===== config.mk =====
export PLATFORM = sky130hd
export DESIGN_NAME = ram_rr_arbiter
export DESIGN_NICKNAME = d
export VERILOG_FILES = /design/src/rtl/ram_pkg.sv /design/src/rtl/rr_priority_pick.sv /design/src/rtl/ram_rr_arbiter.sv
export SDC_FILE = /design/constraint.sdc
export NUM_CORES = 1
export LEC_CHECK = 0
export ABC_AREA = 1
export BUFFER_PORTS_ARGS = -buffer_cell sky130_fd_sc_hd__buf_2
export CAP_MARGIN = 20
export CORE_UTILIZATION = 45
export DETAILED_ROUTE_END_ITERATION = 12
export GPL_TIMING_DRIVEN = 0
export PLACE_DENSITY = 0.87
export SETUP_SLACK_MARGIN = 0.15
export SYNTH_ARGS = -nofsm -noshare
export SYNTH_HDL_FRONTEND = slang
export SYNTH_HIERARCHICAL = 1
export SYNTH_SLANG_ARGS = --single-unit
export TNS_END_PERCENT = 1

===== constraint.sdc =====
create_clock -name clk -period 1.7 [get_ports clk]
set_input_delay 0.17 -clock clk [delete_from_list [all_inputs] [get_ports clk]]
set_output_delay 0.17 -clock clk [all_outputs]
set_load 0.03 [all_outputs]

===== src/rtl/ram_pkg.sv =====
// Shared types and helpers for the RAM round-robin arbiter.
package ram_pkg;

  typedef enum logic [1:0] {
    IDLE  = 2'd0,
    ISSUE = 2'd1,
    WAIT  = 2'd2,
    RESP  = 2'd3
  } state_t;

  localparam int DEF_ADDR_WIDTH = 5;
  localparam int DEF_DATA_WIDTH = 32;

  // Ceiling log2; clog2(1) = 0.
  function automatic int clog2(input int value);
    int result;
    result = 0;
    for (int i = 0; i < 31; i++) begin
      if ((1 << i) < value) result = i + 1;
    end
    return result;
  endfunction

endpackage


===== src/rtl/rr_priority_pick.sv =====
// Combinational round-robin selector: first set request after ptr, wrapping.
module rr_priority_pick #(
  parameter int NUM_REQ = 2,
  parameter int IDX_W   = 1
) (
  input  logic [NUM_REQ-1:0] req,
  input  logic [IDX_W-1:0]   ptr,
  output logic [IDX_W-1:0]   grant_idx,
  output logic               any_req
);

  logic [IDX_W-1:0] cand;

  always_comb begin
    grant_idx = '0;
    cand      = '0;
    any_req   = |req;
    // Walk from the farthest offset down so the nearest requester wins.
    for (int k = NUM_REQ; k >= 1; k--) begin
      cand = IDX_W'((int'(ptr) + k) % NUM_REQ);
      if (req[cand]) grant_idx = cand;
    end
  end

endmodule


===== src/rtl/ram_rr_arbiter.sv =====
// Round-robin sequencer sharing one single-port RAM between NUM_REQ clients.
module ram_rr_arbiter
  import ram_pkg::*;
#(
  parameter int NUM_REQ    = 2,
  parameter int ADDR_WIDTH = DEF_ADDR_WIDTH,
  parameter int DATA_WIDTH = DEF_DATA_WIDTH,
  parameter int TIMEOUT    = 8
) (
  input  logic                          clk,
  input  logic                          rstn,
  input  logic [NUM_REQ-1:0]            req,
  input  logic [NUM_REQ-1:0]            req_wr_rd,
  input  logic [NUM_REQ*ADDR_WIDTH-1:0] req_addr,
  input  logic [NUM_REQ*DATA_WIDTH-1:0] req_din,
  output logic [NUM_REQ-1:0]            ack,
  output logic                          rsp_err,
  output logic [DATA_WIDTH-1:0]         rsp_dout,
  output logic                          ram_en,
  output logic                          ram_valid,
  output logic                          ram_wr_rd,
  output logic [ADDR_WIDTH-1:0]         ram_addr,
  output logic [DATA_WIDTH-1:0]         ram_din,
  input  logic [DATA_WIDTH-1:0]         ram_dout,
  input  logic                          ram_ready,
  input  logic                          ram_error
);

  localparam int IDX_W = (NUM_REQ > 1) ? clog2(NUM_REQ) : 1;
  localparam int CNT_W = clog2(TIMEOUT + 1);

  logic [ADDR_WIDTH-1:0] addr_slice [NUM_REQ];
  logic [DATA_WIDTH-1:0] din_slice  [NUM_REQ];

  for (genvar gi = 0; gi < NUM_REQ; gi++) begin : g_slice
    assign addr_slice[gi] = req_addr[gi*ADDR_WIDTH +: ADDR_WIDTH];
    assign din_slice[gi]  = req_din[gi*DATA_WIDTH +: DATA_WIDTH];
  end

  state_t                state_reg, state_next;
  logic [IDX_W-1:0]      ptr_reg, ptr_next;
  logic [IDX_W-1:0]      idx_reg, idx_next;
  logic [CNT_W-1:0]      cnt_reg, cnt_next, cnt_inc;
  logic [IDX_W-1:0]      pick_idx;
  logic                  any_req;

  logic [NUM_REQ-1:0]    ack_next;
  logic                  rsp_err_next;
  logic [DATA_WIDTH-1:0] rsp_dout_next;
  logic                  ram_en_next, ram_valid_next, ram_wr_rd_next;
  logic [ADDR_WIDTH-1:0] ram_addr_next;
  logic [DATA_WIDTH-1:0] ram_din_next;

  rr_priority_pick #(
    .NUM_REQ (NUM_REQ),
    .IDX_W   (IDX_W)
  ) u_pick (
    .req       (req),
    .ptr       (ptr_reg),
    .grant_idx (pick_idx),
    .any_req   (any_req)
  );

  assign cnt_inc = cnt_reg + CNT_W'(1);

  // Outputs are computed for the state being entered so they appear registered.
  always_comb begin
    state_next     = state_reg;
    ptr_next       = ptr_reg;
    idx_next       = idx_reg;
    cnt_next       = cnt_reg;
    ack_next       = '0;
    rsp_err_next   = 1'b0;
    rsp_dout_next  = '0;
    ram_en_next    = 1'b0;
    ram_valid_next = 1'b0;
    ram_wr_rd_next = ram_wr_rd;
    ram_addr_next  = ram_addr;
    ram_din_next   = ram_din;
    case (state_reg)
      IDLE: begin
        if (any_req) begin
          state_next     = ISSUE;
          idx_next       = pick_idx;
          ptr_next       = pick_idx;
          ram_en_next    = 1'b1;
          ram_valid_next = 1'b1;
          ram_wr_rd_next = req_wr_rd[pick_idx];
          ram_addr_next  = addr_slice[pick_idx];
          ram_din_next   = din_slice[pick_idx];
        end
      end
      ISSUE: begin
        state_next = WAIT;
        cnt_next   = '0;
      end
      WAIT: begin
        if (ram_error) begin
          state_next   = RESP;
          ack_next     = NUM_REQ'(1) << idx_reg;
          rsp_err_next = 1'b1;
        end else if (ram_ready) begin
          state_next    = RESP;
          ack_next      = NUM_REQ'(1) << idx_reg;
          rsp_dout_next = ram_wr_rd ? '0 : ram_dout;
        end else begin
          cnt_next = cnt_inc;
          if (cnt_inc == CNT_W'(TIMEOUT)) begin
            state_next   = RESP;
            ack_next     = NUM_REQ'(1) << idx_reg;
            rsp_err_next = 1'b1;
          end
        end
      end
      RESP: begin
        state_next = IDLE;
      end
      default: begin
        state_next = IDLE;
      end
    endcase
  end

  always_ff @(posedge clk or negedge rstn) begin
    if (!rstn) begin
      state_reg <= IDLE;
      ptr_reg   <= IDX_W'(NUM_REQ - 1);
      idx_reg   <= '0;
      cnt_reg   <= '0;
      ack       <= '0;
      rsp_err   <= 1'b0;
      rsp_dout  <= '0;
      ram_en    <= 1'b0;
      ram_valid <= 1'b0;
      ram_wr_rd <= 1'b0;
      ram_addr  <= '0;
      ram_din   <= '0;
    end else begin
      state_reg <= state_next;
      ptr_reg   <= ptr_next;
      idx_reg   <= idx_next;
      cnt_reg   <= cnt_next;
      ack       <= ack_next;
      rsp_err   <= rsp_err_next;
      rsp_dout  <= rsp_dout_next;
      ram_en    <= ram_en_next;
      ram_valid <= ram_valid_next;
      ram_wr_rd <= ram_wr_rd_next;
      ram_addr  <= ram_addr_next;
      ram_din   <= ram_din_next;
    end
  end

endmodule


Yosys cells after proc, flatten, opt, wreduce, memory -nomap -nowiden

Index checks and enable logic that the tools add are counted.
Widths: inputs -> output; s select.

Flip-flop bits (word level): 82
Input bits: 114
Output and inout port bits: 75
Word-level logic and storage cells: 70

Add/sub/neg operators: 3
Order comparisons: 4
Equal/unequal tests: 8
Shift-type cells: 1
Muxes and demuxes: 36
Bitwise logic cells: 1
Reduce and logical (&&, ||, !) cells: 6

Operators with widths:

| operator            | number |
|---|---|
| $mux 32             | 7 |
| $mux 2              | 8 |
| $mux 5              | 3 |
| $mux 1              | 14 |
| $mux 4              | 2 |
| $pmux 2 s4          | 1 |
| $pmux 4 s2          | 1 |
| $lt 1x2->1 const B  | 3 |
| $ne 2x2->1 const B  | 3 |
| $add 4x1->4 const B | 1 |
| $eq 2x2->1 const B  | 2 |
| $eq 4x4->1 const B  | 1 |
| $ne 4x4->1 const B  | 1 |
| $reduce_and 2->1    | 2 |
| $reduce_and 3->1    | 1 |
| $add 1x1->1 const B | 2 |
| $eq 2x1->1 const B  | 1 |
| $ge 2x2->1 const B  | 1 |
| $logic_not 2->1     | 1 |
| $not 1->2           | 1 |
| $reduce_bool 2->1   | 1 |
| $reduce_or 2->1     | 1 |
| $shl 1x1->2 const A | 1 |

Logic depth before layout (Yosys ltp)

Word-level depth: 9
Depth in mapped cells: 10
Mapped depth without buffers: 10

By module

The synthesis kept the hierarchy.

Modules (own cells, without submodules):

| module           | times used | cells an instance | area an instance (um2) | seq. area each (um2) |
|---|---|---|---|---|
| ram_rr_arbiter   | 1          | 353               | 3582.2                 | 2053.2 |
| rr_priority_pick | 1          | 3                 | 15.0                   | 0.0 |

Least setup slack after synthesis

Ideal clock, no wire load.

Path type: flip-flop to flip-flop
Start point: register state_reg[0]
End point: register ram_addr[3]
Setup time: 122 ps
Arrival: 1164 ps
Data required time: 1578 ps
Path slack: 414 ps
Stages on the path, launching flop included: 8
Buffers on the path: 2
Clock period less this slack: 1286 ps
Path through: dfrtp_1 inv_1 ha_1 nand2_2 buf_6 buf_4 a21oi_2 a21oi_1

Cells in the longest elaborated chain, start to end: 2

Ends and longest elaborated chain:

| what                              | RTL line              | text |
|---|---|---|
| start, declared                   | ram_rr_arbiter.sv:40  | `state_t state_reg, state_next;` |
| start signal, assigned            | ram_rr_arbiter.sv:139 | `state_reg <= state_next;` |
| $logic_not 2->1                   | ram_rr_arbiter.sv:80  | `case (state_reg)` |
| $reduce_and 2->1 (no source line) | n/a                   |  |
| end signal, assigned              | ram_rr_arbiter.sv:149 | `ram_addr <= ram_addr_next;` |
| end, declared                     | ram_rr_arbiter.sv:22  | `output logic [ADDR_WIDTH-1:0] ram_addr,` |

No other way between the ends.
A chain may end at the register's enable or synchronous reset.

Worst setup path after layout

Start point: register state_reg[0]
End point: register ram_din[13]

Cells in the longest elaborated chain, start to end: 2

Ends and longest elaborated chain:

| what                              | RTL line              | text |
|---|---|---|
| $logic_not 2->1                   | ram_rr_arbiter.sv:80  |  |
| $reduce_and 2->1 (no source line) | n/a                   |  |
| end signal, assigned              | ram_rr_arbiter.sv:150 | `ram_din <= ram_din_next;` |
| end, declared                     | ram_rr_arbiter.sv:23  | `output logic [DATA_WIDTH-1:0] ram_din,` |

No other way between the ends.

==> reports/qor.csv <==
stage;metric;value;unit
synth;synthMostInstantiatedCell;dfrtp_1;
drt;drt-total-wl;9540;µm
worst_hold_path;hp-class;input port to register;
synth;synth.yosys.warnings;6;
synth;synth-edff-count;0;
drt;drt_drc_violations_left;0;
timing;relSlewSlack;70.0;%
critical_path;slowest_stage;dfrtp_1;
cts;cts_buffer_depth;2;
timing;tightestPinTransition;0.450;ns
power_and_ir_drop;pwr_density_cell;1660;nW/µm²
synth;synth_area;3600;µm²
power_and_ir_drop;leakagePower;2.55;nW
layout;nets;677;
layout;n_fill_cell;659;
timing;post-route-period-util;85.5;%
cts;clockRootBuffer;clkbuf_8;
global_routing;first_global_vias;3459;
timing;max_clock_freq;0.688;GHz
timing;whs;0.0697;ns
critical_path;criticalPathCategory;register to register;
die;die-width;91.4;µm
timing;skew;0.0128;ns
critical_path;cp_max_fo;10;
cts;h-tree-depth;3;
drt;drtAntennaViolNets;0;
die;die_area;8350;µm²
global_routing;antenna_found_initial;0;
cts;cts-buffers-inserted;9;
worst_hold_path;hold_depth;3;
run;maxCapViolCount;0;
layout;diodes;0;
drt;first_pass_iters;4;
worst_hold_path;hp-start;req_din[41];
global_routing;grt_overflow_total;0;
synth;synth_top_area_share;56.3;%
die;io_pins;189;
cts;insertion_delay;0.34;ns
drt;dr_total_vias;3273;
status;status;completed;
placement;port-buffer-count;188;
synth;synth_area_leaders;dfrtp_1, a21oi_1, nor3b_2;
placement;place_congestion;0.769;
global_routing;grt_first_pass_wirelength;15700;µm
timing;setup_viol;0;
die;die_height;91.4;µm
timing;fin_crit;1.45;ns
critical_path;reg2reg_depth;7;
critical_path;crit_chain;inv_1, ha_1, nand2_2, inv_2, buf_2, nor2_1, a21oi_1;
critical_path;r2r-start;state_reg[0];
critical_path;end_kind;register;
drt;drtIter0Drc;112;
global_routing;grt.total_usage;23.9;%
critical_path;worstSetupStartpointType;register;
placement;place_area;4700;µm²
die;core-area;7730;µm²
die;initial_utilization;46.6;%
synth;ys_seq_area_share;57.1;%
critical_path;worstPathRequired;1.96;ns
critical_path;cp_slowest_stage_delay;0.41;ns
critical_path;cp.arrival;1.72;ns
layout;drive_gt1_share;48.2;%
synth;synthFlopType;dfrtp_1;
drt;detail_route.vias_per_cell;4.93;
synth;syn_area_per_cell;10.1;µm²
synth;synthArstFlopShare;100;%
cts;cts_tree;built;
power_and_ir_drop;irDropWorstVdd;0.558;mV
critical_path;rrSetupSlack;0.25;ns
die;rows;32;
cts;cts_sinks;82;
drt;post_drt_wl_per_cell;14.4;µm
synth;synthTopCellsByCount;dfrtp_1, a21oi_1, nand2_1, nor2_1, nor3b_2;
timing;maxSlewViolCount;0;
timing;rsz0062_at_grt;yes;
layout;top_regs;ram_din (32), rsp_dout (32), ram_addr (5);
global_routing;grt_max_degree;50;
critical_path;cp-startpoint;state_reg[0];
cts;path_clk_slew;0.09;ns
synth;ys_types;23;
power_and_ir_drop;finalPower;8.16;mW
timing;hold_viol;0;
synth;ys_ff_latch;82;
synth;synthCells;356;
synth;yosysTopAreaCell;dfrtp_1;
layout;syn_to_final_growth;36.9;%
layout;final_cell_area;4920;µm²
placement;dp_hpwl;7340;µm
synth;syn_nets;476;
[metal layers]
metal / vias up / track usage, % / share of wire (%) / wire length, µm
li1: 1572 / - / - / -
met3: 27 / 3.85 / 4.5 / 431
met5: - / 0 / 0 / 0
met2: 129 / 43.1 / 52 / 4990
met1: 1545 / 27.9 / 40 / 3850
met4: 0 / 10.4 / 2.9 / 274
[final cells by class]
cell class	count	area [µm²]	area share [%]
flip-flops and latches	82	2050	41.7
multi-input cells	235	1340	27.2
repair buffers	190	981	19.9
plain buffers	23	151	3.07
clock buffers	10	138	2.79
well taps	102	128	2.59
clock inverters	6	72.6	1.47
inverters	16	60.1	1.22
[cells in the final DEF (no fill, tap or decap), types with 3 or more instances in the layout]
| cell | Yosys | final |
|---|---|---|
| ha_1 | 6 | 6 |
| inv_1 | 12 | 12 |
| buf_6 | 3 | 3 |
| buf_4 | 6 | 7 |
| nand2_1 | 58 | 57 |
| dfrtp_1 | 81 | 81 |
| clkbuf_8 | 0 | 10 |
| nand3_1 | 3 | 3 |
| buf_2 | 14 | 200 |
| nor3b_1 | 12 | 12 |
| o21ai_1 | 5 | 5 |
| nor3b_2 | 20 | 20 |
| nand2_2 | 6 | 7 |
| a21oi_2 | 10 | 11 |
| inv_2 | 3 | 3 |
| a21oi_1 | 67 | 66 |
| nor2_1 | 42 | 42 |
[worst paths after layout]
| check | endpoint |
|---|---|
| hold / removal | ram_din[9] |
| max in group asynchronous | ptr_reg |
| hold reg to reg | ack[0] |
| setup / recovery | ram_din[13] |
| setup reg to reg | ram_din[13] |
| min in group asynchronous | ram_din[4] |
[power breakdown]
part,total (mW),switching (mW),internal [mW]
clock network,1.45,0.716,0.735
logic,3.82,2.64,1.18
registers,2.89,0.321,2.57
[cells by family after synthesis]
family / synth area share [%]
adder cells (fa/ha/maj): 2.09
AO/OA/AOI/OAI: 12.6
buffers and inverters: 5.81
AND/OR/NAND/NOR: 22.4
flip-flops: 57.1
[stage by stage]
stage / setup WS (ns) / utilization (%) / instances / setup TNS [ns]
detailed placement: 0.208 / 60.8 / 647 / 0
finish: 0.246 / 63.7 / 664 / 0
floorplan: 0.414 / - / 356 / 0
CTS: 0.186 / 63.6 / 664 / 0
global placement: -0.125 / 60.4 / 646 / -9.83
global route: 0.119 / 63.7 / 664 / 0
[critical path: cells and delay by family (launching register included)]
kind,cells,cell delay [ns]
flip-flops,1,0.41
adder cells (fa/ha/maj),1,0.20
AND/OR/NAND/NOR,2,0.16
AO/OA/AOI/OAI,1,0.12
buffers and inverters,3,0.49
[what timing repair did]
action                                  CTS  global route
gates resized for setup                   0             3
endpoints found under the setup margin    0            38
setup buffers                             0             0
hold buffers                              1             0
endpoints found under the hold margin    33             0
Power figures use the tool's default switching activity.
